**config.mk**
```make
export PLATFORM = sky130hd
export DESIGN_NAME = power_ctrl_flat
export DESIGN_NICKNAME = d
export VERILOG_FILES = /design/src/rtl/power_ctrl_if.sv /design/src/rtl/power_ctrl.sv /design/src/flat_wrapper.sv
export SDC_FILE = /design/constraint.sdc
export NUM_CORES = 2
export LEC_CHECK = 0
export CAP_MARGIN = 5
export CORE_AREA = 2 2 263 265
export CTS_BUF_LIST = sky130_fd_sc_hd__clkbuf_8
export DETAILED_ROUTE_END_ITERATION = 10
export DIE_AREA = 0 0 265 267
export PLACE_DENSITY = 0.82
export REMOVE_ABC_BUFFERS = 1
export SETUP_SLACK_MARGIN = 0.5
export SYNTH_ARGS = -nofsm -noshare
export SYNTH_HDL_FRONTEND = slang
export SYNTH_SLANG_ARGS = --single-unit
```
**constraint.sdc**
```tcl
create_clock -name clk -period 3.79 [get_ports clk]
set_clock_uncertainty 0.2 [all_clocks]
set_input_delay 0.379 -clock clk [delete_from_list [all_inputs] [get_ports clk]]
set_output_delay 0.379 -clock clk [all_outputs]
set_load 0.005 [all_outputs]
```
**src/rtl/power_ctrl_if.sv**
```systemverilog
// Bus bundle for power_ctrl: two AXI-Lite slave ports and one AXI-Lite master port.
// The slave modport is the register block's view; master is the driver's view.
interface power_ctrl_if;
    logic [1:0][31:0] s_aw_addr;
    logic [1:0]       s_aw_valid;
    logic [1:0]       s_aw_ready;
    logic [1:0][31:0] s_w_data;
    logic [1:0][3:0]  s_w_strb;
    logic [1:0]       s_w_valid;
    logic [1:0]       s_w_ready;
    logic [1:0][1:0]  s_b_resp;
    logic [1:0]       s_b_valid;
    logic [1:0]       s_b_ready;
    logic [1:0][31:0] s_ar_addr;
    logic [1:0]       s_ar_valid;
    logic [1:0]       s_ar_ready;
    logic [1:0][31:0] s_r_data;
    logic [1:0][1:0]  s_r_resp;
    logic [1:0]       s_r_valid;
    logic [1:0]       s_r_ready;

    logic [31:0] m_aw_addr;
    logic        m_aw_valid;
    logic        m_aw_ready;
    logic [31:0] m_w_data;
    logic [3:0]  m_w_strb;
    logic        m_w_valid;
    logic        m_w_ready;
    logic [1:0]  m_b_resp;
    logic        m_b_valid;
    logic        m_b_ready;
    logic [31:0] m_ar_addr;
    logic        m_ar_valid;
    logic        m_ar_ready;
    logic [31:0] m_r_data;
    logic        m_r_valid;
    logic        m_r_ready;

    modport slave (
        input  s_aw_addr, s_aw_valid, s_w_data, s_w_strb, s_w_valid,
        input  s_b_ready, s_ar_addr, s_ar_valid, s_r_ready,
        output s_aw_ready, s_w_ready, s_b_resp, s_b_valid,
        output s_ar_ready, s_r_data, s_r_resp, s_r_valid,
        output m_aw_addr, m_aw_valid, m_w_data, m_w_strb, m_w_valid,
        output m_b_ready, m_ar_addr, m_ar_valid, m_r_ready,
        input  m_aw_ready, m_w_ready, m_b_resp, m_b_valid,
        input  m_ar_ready, m_r_data, m_r_valid
    );

    modport master (
        output s_aw_addr, s_aw_valid, s_w_data, s_w_strb, s_w_valid,
        output s_b_ready, s_ar_addr, s_ar_valid, s_r_ready,
        input  s_aw_ready, s_w_ready, s_b_resp, s_b_valid,
        input  s_ar_ready, s_r_data, s_r_resp, s_r_valid,
        input  m_aw_addr, m_aw_valid, m_w_data, m_w_strb, m_w_valid,
        input  m_b_ready, m_ar_addr, m_ar_valid, m_r_ready,
        output m_aw_ready, m_w_ready, m_b_resp, m_b_valid,
        output m_ar_ready, m_r_data, m_r_valid
    );
endinterface

```
**src/rtl/power_ctrl.sv**
```systemverilog
// Power-control register block: dual AXI-Lite slave register file and a
// delayed single-shot AXI-Lite master write into the SYSCFG region.
module power_ctrl #(
    parameter int          REG_NUM     = 16,
    parameter logic [31:0] SYSCFG_BASE = 32'h0100_0000
) (
    input logic        clk,
    input logic        rst_n,
    power_ctrl_if.slave bus
);
    localparam int IW = $clog2(REG_NUM);
    localparam logic [IW-1:0] IDX_CMD = IW'(0);
    localparam logic [IW-1:0] IDX_STS = IW'(1);
    localparam logic [IW-1:0] IDX_OFS = IW'(2);
    localparam logic [IW-1:0] IDX_DLY = IW'(10);

    typedef enum logic [1:0] {IDLE, WAIT, ADDR, RESP} state_e;

    state_e           state_q, state_d;
    logic [31:0]      cnt_q, cnt_d;
    logic             aw_done_q, aw_done_d;
    logic             w_done_q, w_done_d;
    logic             done_q, done_d;
    logic             err_q, err_d;
    logic             en_q;
    logic [31:0]      regs_q [REG_NUM];
    logic [1:0]       b_pend_q, r_pend_q;
    logic [1:0][1:0]  b_resp_q, r_resp_q;
    logic [1:0][31:0] r_data_q;

    logic        busy;
    logic [31:0] status;
    assign busy   = state_q != IDLE;
    assign status = {29'b0, err_q, done_q, busy};

    // Port 0 wins a same-cycle write; port 1 only sees ready when port 0 is not asking.
    logic [1:0] req, wrdy, wacc;
    assign req     = bus.s_aw_valid & bus.s_w_valid & ~b_pend_q;
    assign wrdy[0] = en_q & ~b_pend_q[0];
    assign wrdy[1] = en_q & ~b_pend_q[1] & ~req[0];
    assign wacc    = req & wrdy;
    assign bus.s_aw_ready = wrdy;
    assign bus.s_w_ready  = wrdy;

    logic          wsel, wen, w_oob, w_cmd, w_sts, w_err, w_upd, launch;
    logic [31:0]   waddr, wdata, wmask, merged;
    logic [3:0]    wstrb;
    logic [IW-1:0] widx;
    assign wsel   = ~wacc[0];
    assign wen    = |wacc;
    assign waddr  = bus.s_aw_addr[wsel];
    assign wdata  = bus.s_w_data[wsel];
    assign wstrb  = bus.s_w_strb[wsel];
    assign widx   = waddr[IW+1:2];
    assign w_oob  = waddr[31:2] >= 30'(REG_NUM);
    assign w_cmd  = ~w_oob & (widx == IDX_CMD);
    assign w_sts  = ~w_oob & (widx == IDX_STS);
    assign w_err  = w_oob | (w_cmd & busy);
    assign w_upd  = wen & ~w_err & ~w_sts;
    assign launch = wen & w_cmd & ~busy;

    always_comb begin
        wmask = '0;
        for (int i = 0; i < 4; i++) wmask[8*i +: 8] = {8{wstrb[i]}};
    end
    assign merged = (regs_q[widx] & ~wmask) | (wdata & wmask);

    always_ff @(posedge clk or negedge rst_n) begin
        if (!rst_n) begin
            for (int i = 0; i < REG_NUM; i++) regs_q[i] <= '0;
        end else if (w_upd) begin
            regs_q[widx] <= merged;
        end
    end

    logic [1:0]       rrdy, racc, rd_oob;
    logic [1:0][31:0] rd_val;
    assign rrdy = {2{en_q}} & ~r_pend_q;
    assign racc = bus.s_ar_valid & rrdy;
    assign bus.s_ar_ready = rrdy;

    always_comb begin
        rd_val = '0;
        rd_oob = '0;
        for (int p = 0; p < 2; p++) begin
            rd_oob[p] = bus.s_ar_addr[p][31:2] >= 30'(REG_NUM);
            if (rd_oob[p])
                rd_val[p] = '0;
            else if (bus.s_ar_addr[p][IW+1:2] == IDX_STS)
                rd_val[p] = status;
            else
                rd_val[p] = regs_q[bus.s_ar_addr[p][IW+1:2]];
        end
    end

    always_ff @(posedge clk or negedge rst_n) begin
        if (!rst_n) begin
            en_q     <= 1'b0;
            b_pend_q <= '0;
            b_resp_q <= '0;
            r_pend_q <= '0;
            r_resp_q <= '0;
            r_data_q <= '0;
        end else begin
            en_q <= 1'b1;
            for (int p = 0; p < 2; p++) begin
                if (wacc[p]) begin
                    b_pend_q[p] <= 1'b1;
                    b_resp_q[p] <= w_err ? 2'b10 : 2'b00;
                end else if (bus.s_b_ready[p]) begin
                    b_pend_q[p] <= 1'b0;
                end
                if (racc[p]) begin
                    r_pend_q[p] <= 1'b1;
                    r_data_q[p] <= rd_val[p];
                    r_resp_q[p] <= rd_oob[p] ? 2'b10 : 2'b00;
                end else if (bus.s_r_ready[p]) begin
                    r_pend_q[p] <= 1'b0;
                end
            end
        end
    end

    assign bus.s_b_valid = b_pend_q;
    assign bus.s_b_resp  = b_resp_q;
    assign bus.s_r_valid = r_pend_q;
    assign bus.s_r_resp  = r_resp_q;
    assign bus.s_r_data  = r_data_q;

    logic aw_hs, w_hs, in_addr;
    assign in_addr        = state_q == ADDR;
    assign bus.m_aw_valid = in_addr & ~aw_done_q;
    assign bus.m_w_valid  = in_addr & ~w_done_q;
    assign bus.m_aw_addr  = in_addr ? SYSCFG_BASE + regs_q[IDX_OFS] : '0;
    assign bus.m_w_data   = in_addr ? regs_q[IDX_CMD] : '0;
    assign bus.m_w_strb   = in_addr ? 4'hF : 4'h0;
    assign bus.m_b_ready  = state_q == RESP;
    assign bus.m_ar_valid = 1'b0;
    assign bus.m_ar_addr  = '0;
    assign bus.m_r_ready  = 1'b1;
    assign aw_hs = bus.m_aw_valid & bus.m_aw_ready;
    assign w_hs  = bus.m_w_valid & bus.m_w_ready;

    always_comb begin
        state_d   = state_q;
        cnt_d     = cnt_q;
        aw_done_d = aw_done_q;
        w_done_d  = w_done_q;
        done_d    = done_q;
        err_d     = err_q;
        unique case (state_q)
            IDLE: if (launch) begin
                state_d = WAIT;
                cnt_d   = regs_q[IDX_DLY];
                done_d  = 1'b0;
                err_d   = 1'b0;
            end
            WAIT: begin
                if (cnt_q == '0) state_d = ADDR;
                else cnt_d = cnt_q - 32'd1;
            end
            ADDR: begin
                if (aw_hs) aw_done_d = 1'b1;
                if (w_hs) w_done_d = 1'b1;
                if (aw_done_d && w_done_d) begin
                    state_d   = RESP;
                    aw_done_d = 1'b0;
                    w_done_d  = 1'b0;
                end
            end
            RESP: if (bus.m_b_valid) begin
                state_d = IDLE;
                done_d  = 1'b1;
                err_d   = bus.m_b_resp != 2'b00;
            end
            default: state_d = IDLE;
        endcase
    end

    always_ff @(posedge clk or negedge rst_n) begin
        if (!rst_n) begin
            state_q   <= IDLE;
            cnt_q     <= '0;
            aw_done_q <= 1'b0;
            w_done_q  <= 1'b0;
            done_q    <= 1'b0;
            err_q     <= 1'b0;
        end else begin
            state_q   <= state_d;
            cnt_q     <= cnt_d;
            aw_done_q <= aw_done_d;
            w_done_q  <= w_done_d;
            done_q    <= done_d;
            err_q     <= err_d;
        end
    end

    logic unused;
    assign unused = ^{bus.m_ar_ready, bus.m_r_data, bus.m_r_valid, waddr[1:0],
                      bus.s_ar_addr[0][1:0], bus.s_ar_addr[1][1:0]};
endmodule

```
**src/flat_wrapper.sv**
```systemverilog
// flat-port wrapper written by rule: the top's interface ports become plain ports
module power_ctrl_flat 
#(
    parameter int          REG_NUM     = 16,
    parameter logic [31:0] SYSCFG_BASE = 32'h0100_0000
)
  (clk, rst_n, bus_s_aw_addr, bus_s_aw_valid, bus_s_w_data, bus_s_w_strb, bus_s_w_valid, bus_s_b_ready, bus_s_ar_addr, bus_s_ar_valid, bus_s_r_ready, bus_s_aw_ready, bus_s_w_ready, bus_s_b_resp, bus_s_b_valid, bus_s_ar_ready, bus_s_r_data, bus_s_r_resp, bus_s_r_valid, bus_m_aw_addr, bus_m_aw_valid, bus_m_w_data, bus_m_w_strb, bus_m_w_valid, bus_m_b_ready, bus_m_ar_addr, bus_m_ar_valid, bus_m_r_ready, bus_m_aw_ready, bus_m_w_ready, bus_m_b_resp, bus_m_b_valid, bus_m_ar_ready, bus_m_r_data, bus_m_r_valid);
  power_ctrl_if bus_i ();
  input logic clk;
  input logic rst_n;
  input wire logic [$bits(bus_i.s_aw_addr)-1:0] bus_s_aw_addr;
  input wire logic [$bits(bus_i.s_aw_valid)-1:0] bus_s_aw_valid;
  input wire logic [$bits(bus_i.s_w_data)-1:0] bus_s_w_data;
  input wire logic [$bits(bus_i.s_w_strb)-1:0] bus_s_w_strb;
  input wire logic [$bits(bus_i.s_w_valid)-1:0] bus_s_w_valid;
  input wire logic [$bits(bus_i.s_b_ready)-1:0] bus_s_b_ready;
  input wire logic [$bits(bus_i.s_ar_addr)-1:0] bus_s_ar_addr;
  input wire logic [$bits(bus_i.s_ar_valid)-1:0] bus_s_ar_valid;
  input wire logic [$bits(bus_i.s_r_ready)-1:0] bus_s_r_ready;
  output wire logic [$bits(bus_i.s_aw_ready)-1:0] bus_s_aw_ready;
  output wire logic [$bits(bus_i.s_w_ready)-1:0] bus_s_w_ready;
  output wire logic [$bits(bus_i.s_b_resp)-1:0] bus_s_b_resp;
  output wire logic [$bits(bus_i.s_b_valid)-1:0] bus_s_b_valid;
  output wire logic [$bits(bus_i.s_ar_ready)-1:0] bus_s_ar_ready;
  output wire logic [$bits(bus_i.s_r_data)-1:0] bus_s_r_data;
  output wire logic [$bits(bus_i.s_r_resp)-1:0] bus_s_r_resp;
  output wire logic [$bits(bus_i.s_r_valid)-1:0] bus_s_r_valid;
  output wire logic [$bits(bus_i.m_aw_addr)-1:0] bus_m_aw_addr;
  output wire logic [$bits(bus_i.m_aw_valid)-1:0] bus_m_aw_valid;
  output wire logic [$bits(bus_i.m_w_data)-1:0] bus_m_w_data;
  output wire logic [$bits(bus_i.m_w_strb)-1:0] bus_m_w_strb;
  output wire logic [$bits(bus_i.m_w_valid)-1:0] bus_m_w_valid;
  output wire logic [$bits(bus_i.m_b_ready)-1:0] bus_m_b_ready;
  output wire logic [$bits(bus_i.m_ar_addr)-1:0] bus_m_ar_addr;
  output wire logic [$bits(bus_i.m_ar_valid)-1:0] bus_m_ar_valid;
  output wire logic [$bits(bus_i.m_r_ready)-1:0] bus_m_r_ready;
  input wire logic [$bits(bus_i.m_aw_ready)-1:0] bus_m_aw_ready;
  input wire logic [$bits(bus_i.m_w_ready)-1:0] bus_m_w_ready;
  input wire logic [$bits(bus_i.m_b_resp)-1:0] bus_m_b_resp;
  input wire logic [$bits(bus_i.m_b_valid)-1:0] bus_m_b_valid;
  input wire logic [$bits(bus_i.m_ar_ready)-1:0] bus_m_ar_ready;
  input wire logic [$bits(bus_i.m_r_data)-1:0] bus_m_r_data;
  input wire logic [$bits(bus_i.m_r_valid)-1:0] bus_m_r_valid;
  assign bus_i.s_aw_addr = bus_s_aw_addr;
  assign bus_i.s_aw_valid = bus_s_aw_valid;
  assign bus_i.s_w_data = bus_s_w_data;
  assign bus_i.s_w_strb = bus_s_w_strb;
  assign bus_i.s_w_valid = bus_s_w_valid;
  assign bus_i.s_b_ready = bus_s_b_ready;
  assign bus_i.s_ar_addr = bus_s_ar_addr;
  assign bus_i.s_ar_valid = bus_s_ar_valid;
  assign bus_i.s_r_ready = bus_s_r_ready;
  assign bus_s_aw_ready = bus_i.s_aw_ready;
  assign bus_s_w_ready = bus_i.s_w_ready;
  assign bus_s_b_resp = bus_i.s_b_resp;
  assign bus_s_b_valid = bus_i.s_b_valid;
  assign bus_s_ar_ready = bus_i.s_ar_ready;
  assign bus_s_r_data = bus_i.s_r_data;
  assign bus_s_r_resp = bus_i.s_r_resp;
  assign bus_s_r_valid = bus_i.s_r_valid;
  assign bus_m_aw_addr = bus_i.m_aw_addr;
  assign bus_m_aw_valid = bus_i.m_aw_valid;
  assign bus_m_w_data = bus_i.m_w_data;
  assign bus_m_w_strb = bus_i.m_w_strb;
  assign bus_m_w_valid = bus_i.m_w_valid;
  assign bus_m_b_ready = bus_i.m_b_ready;
  assign bus_m_ar_addr = bus_i.m_ar_addr;
  assign bus_m_ar_valid = bus_i.m_ar_valid;
  assign bus_m_r_ready = bus_i.m_r_ready;
  assign bus_i.m_aw_ready = bus_m_aw_ready;
  assign bus_i.m_w_ready = bus_m_w_ready;
  assign bus_i.m_b_resp = bus_m_b_resp;
  assign bus_i.m_b_valid = bus_m_b_valid;
  assign bus_i.m_ar_ready = bus_m_ar_ready;
  assign bus_i.m_r_data = bus_m_r_data;
  assign bus_i.m_r_valid = bus_m_r_valid;
  power_ctrl #(.REG_NUM(REG_NUM), .SYSCFG_BASE(SYSCFG_BASE)) u_core (.clk(clk), .rst_n(rst_n), .bus(bus_i));
endmodule
```
==> impl_metrics.ini <==
[placement]
place_hpwl_mm = 94.66
placed_cell_area_um2 = 45240
buffer_ports.inserted = 357
gpl.final_weighted_congestion = 0.9622

[worst_setup_path]
setup.reg_to_reg.worst_slack_ns = 0.54
crit_arrival_ns = 3.68
path_depth = 8
rr_worst_depth = 8
critical_path_peak_fanout = 5
critPathTopFamily = simple AND/OR/NAND/NOR gates
critical_path_required_ns = 4.22
cp-endpoint = u_core.state_q[1]
critical_path.max_stage_delay_ns = 0.49
critPathMostFrequentCell = sky130_fd_sc_hd__or3_4
r2r-start = u_core.cnt_q[0]
critical_path.endpoint_type = flip-flop
regToRegEndpoint = u_core.state_q[1]
worstPathCellList = inv_1 > ha_2 > or3b_2 > or3_4 > or3_4 > o31a_1 > a211oi_2 > mux2_2
worstPathBufferInverterCount = 1
worst-setup-path-type = reg2reg
kind_of_start_point_of_the_critical_path = flip-flop
worst_setup_path_startpoint = u_core.cnt_q[0]
cp_max_delay_cell = sky130_fd_sc_hd__or3b_2

[grt]
track_usage = 0.4152
overflow = 0
pin_count_of_the_biggest_net_entering_global_routing = 87
antenna_found_initial = 5
vias_in_the_first_global_route = 36790
grt_first_pass_wirelength_mm = 219.8

[sta]
tns_ns = 0
slew_headroom = 0.4079
hold_ws_ns = 0.008766
layout_min_cycle_time_ns = 3.249
setup_repair_after_global_routing_missed_its_margin = yes
fin_crit_sh = 0.8574
maxClockFrequency_mhz = 307.7
report.final.slew_viol_count = 0
report.final.setup_viol = 0
worst_slew_pin_slew_ns = 0.8801
hold_violation_count_in_the_final_report = 0

[floorplan]
placement_rows = 96
ios = 438
die-width_um = 265
initial_utilization = 0.5845
area_inside_the_core_boundary_um2 = 67990
dieHeight_um = 267
floorplan.die_area_um2 = 70760

[cells_and_area]
fraction_of_final_layout_cells_with_drive_strength_greater_than_1 = 0.1878
postLayoutCellArea_um2 = 47680
synthToLayoutAreaGrowth_pct = 19.99
design.final.nets = 4651

[clock_tree]
tritoncts = done
clock-sinks = 623
number_of_buffers_added_by_the_clock_tree_synthesis_step = 102
clockRootBuffer = sky130_fd_sc_hd__clkbuf_8
clock_tree.buffer_depth = 3
clk-insertion-delay-late_ns = 0.76
cts.reportedPaths.clkPinSlew_ns = 0.07
ctsHtreeMaxLevel = 3

[synth]
most_used_dff_post_synth = sky130_fd_sc_hd__dfrtp_1
netlist_instances = 4070
number_of_enable_flip_flop_cells_after_synthesis = 0
syn_area_per_cell_um2 = 9.764
async_reset_ff_frac = 1.000
sequential_share_of_the_synthesized_area = 0.3923
synth_cell_type_count = 66
synthesis.area_um2 = 39740
synth.yosys.warnings = 0
ys_ff_latch = 623

[detailed_routing]
wl_mm = 148.0
detail_route.first_pass.iterations = 8
drc_errors = 0
detail_route.wl_per_cell_um = 27.62
drt_iter0_markers = 5948
vias = 37250
drt.antenna.violating_nets = 0
avgViaCountPerCell = 6.951

[flow_run]
max_cap_violations = 0

[status]
status = finished, final reports clean

[power_and_ir_drop]
power_density_nw_per_um2 = 317.1
p_total_uw = 15120
power.ir.vdd_worst_mv = 0.2035
static-leakage-power_uw = 0.01904

[worst_hold_path]
worstHoldPathType = in2async
-- report_power, final --
group,internal (µW),switching (µW)
Sequential,6660,7.80
Clock,3700,2920
Combinational,721,1110
Total,11100,4030
-- cell type report --
class,count,area (µm²)
Fill cell,4778,20300
Clock inverter,59,554.3
Sequential cell,623,15590
Timing Repair Buffer,628,6372
Multi-Input combinational cell,2966,22070
Inverter,73,274.0
Tap cell,882,1104
Clock buffer,124,1707
Antenna cell,4,10.01
-- layout by cell type, fill, tap and decap left out, drive strengths merged, types with 5 or more instances in the layout --
master | synthesis | routed
a21oi | 235 | 235
a22o | 9 | 9
a31oi | 23 | 23
and2 | 68 | 68
buf | 157 | 278
bufinv | 0 | 11
clkbuf | 288 | 126
clkdlybuf4s50 | 0 | 346
clkinv | 1 | 17
clkinvlp | 0 | 5
conb | 2 | 39
dfrtp | 623 | 623
ha | 6 | 6
inv | 72 | 99
mux2 | 8 | 8
mux2i | 198 | 198
mux4 | 320 | 320
nand2 | 841 | 841
nand2b | 184 | 184
nand3 | 54 | 54
nand4 | 20 | 20
nor2 | 20 | 20
nor2b | 6 | 6
nor3 | 13 | 13
nor3b | 6 | 6
nor4 | 42 | 42
o2111ai | 29 | 29
o211ai | 15 | 15
o21ai | 644 | 644
o221ai | 11 | 11
o22ai | 60 | 60
o2bb2ai | 6 | 6
o31ai | 7 | 7
o41ai | 31 | 31
or3 | 9 | 9
or4 | 24 | 24
-- cells in the mapped netlist (all sizes together) (13+ instances only) --
| library cell | instances | area [µm²] |
|---|---|---|
| nand3 | 54 | 270.3 |
| nor2 | 20 | 75.07 |
| inv | 72 | 270.3 |
| o41ai | 31 | 511.7 |
| buf | 157 | 954.7 |
| o21ai | 644 | 3227 |
| a31oi | 23 | 143.9 |
| or4 | 24 | 195.2 |
| nand2 | 841 | 3157 |
| o2111ai | 29 | 254.0 |
| mux2i | 198 | 1994 |
| o211ai | 15 | 112.6 |
| a21oi | 235 | 1176 |
| nor4 | 42 | 417.9 |
| clkbuf | 288 | 1111 |
| o22ai | 60 | 375.4 |
| nor3 | 13 | 70.07 |
| mux4 | 320 | 7207 |
| dfrtp | 623 | 15590 |
| nand2b | 184 | 1151 |
| nand4 | 20 | 125.1 |
| and2 | 68 | 425.4 |
-- worst min-delay path by stage --
stage	from	to	slack, ns	cells past startpoint
after global placement	u_core.regs_q[449]	u_core.regs_q[449]	0.17	0
final	rst_n	u_core.bus.s_r_data[12]	0.009	2
after detailed placement	u_core.regs_q[449]	u_core.regs_q[449]	0.17	0
after global routing	bus_s_b_ready[1]	u_core.bus.s_b_valid[1]	0.04	2
after floorplan	rst_n	u_core.aw_done_q	-0.12	0
after CTS	bus_s_r_ready[1]	u_core.bus.s_r_valid[1]	0.004	2
-- timing repair --
item | CTS | global route
hold buffers | 2 | 0
setup endpoints to repair | 44 | 201
buffers inserted | 1 | 10
endpoints found under the hold margin | 109 | 0
gates resized for setup | 4 | 10
pin swaps | 0 | 3
-- through the flow --
step                utilization  instances  worst slack (ns)
CTS                      0.6995       5345            0.5233
floorplan                     -       3662            -4.082
global route             0.7013       5358            0.4293
detailed placement       0.6655       5159           0.09552
global placement         0.6655       5159            0.1959
finish                   0.7014       5359            0.5406
-- metal layers --
layer | vias up | share of wire | global-route usage
met2 | 3343 | 0.44 | 0.6153
met3 | 881 | 0.15 | 0.1430
met1 | 17710 | 0.32 | 0.4923
met4 | 2 | 0.093 | 0.3397
li1 | 15310 | - | -
met5 | - | 0.000088 | 0.002079
-- sequential cells by signal, indices dropped and copies added (netlist names), 2 cells and up --
| name | flops |
|---|---|
| u_core.bus.s_b_resp | 2 |
| u_core.bus.s_b_valid | 2 |
| u_core.bus.s_r_data | 64 |
| u_core.bus.s_r_resp | 2 |
| u_core.bus.s_r_valid | 2 |
| u_core.cnt_q | 32 |
| u_core.regs_q | 512 |
| u_core.state_q | 2 |
-- logic make-up after synthesis --
| family | share of synthesized area |
|---|---|
| muxes | 0.2338 |
| AOI/OAI and AO/OA | 0.1570 |
| other | 0.0001890 |
| adders and majority gates | 0.001889 |
| xor gates and xnor gates | 0.001322 |
| DFF | 0.3923 |
| buffers and inverters | 0.05888 |
| and+or+nand+nor | 0.1546 |
(Power assumes the default switching activity.)
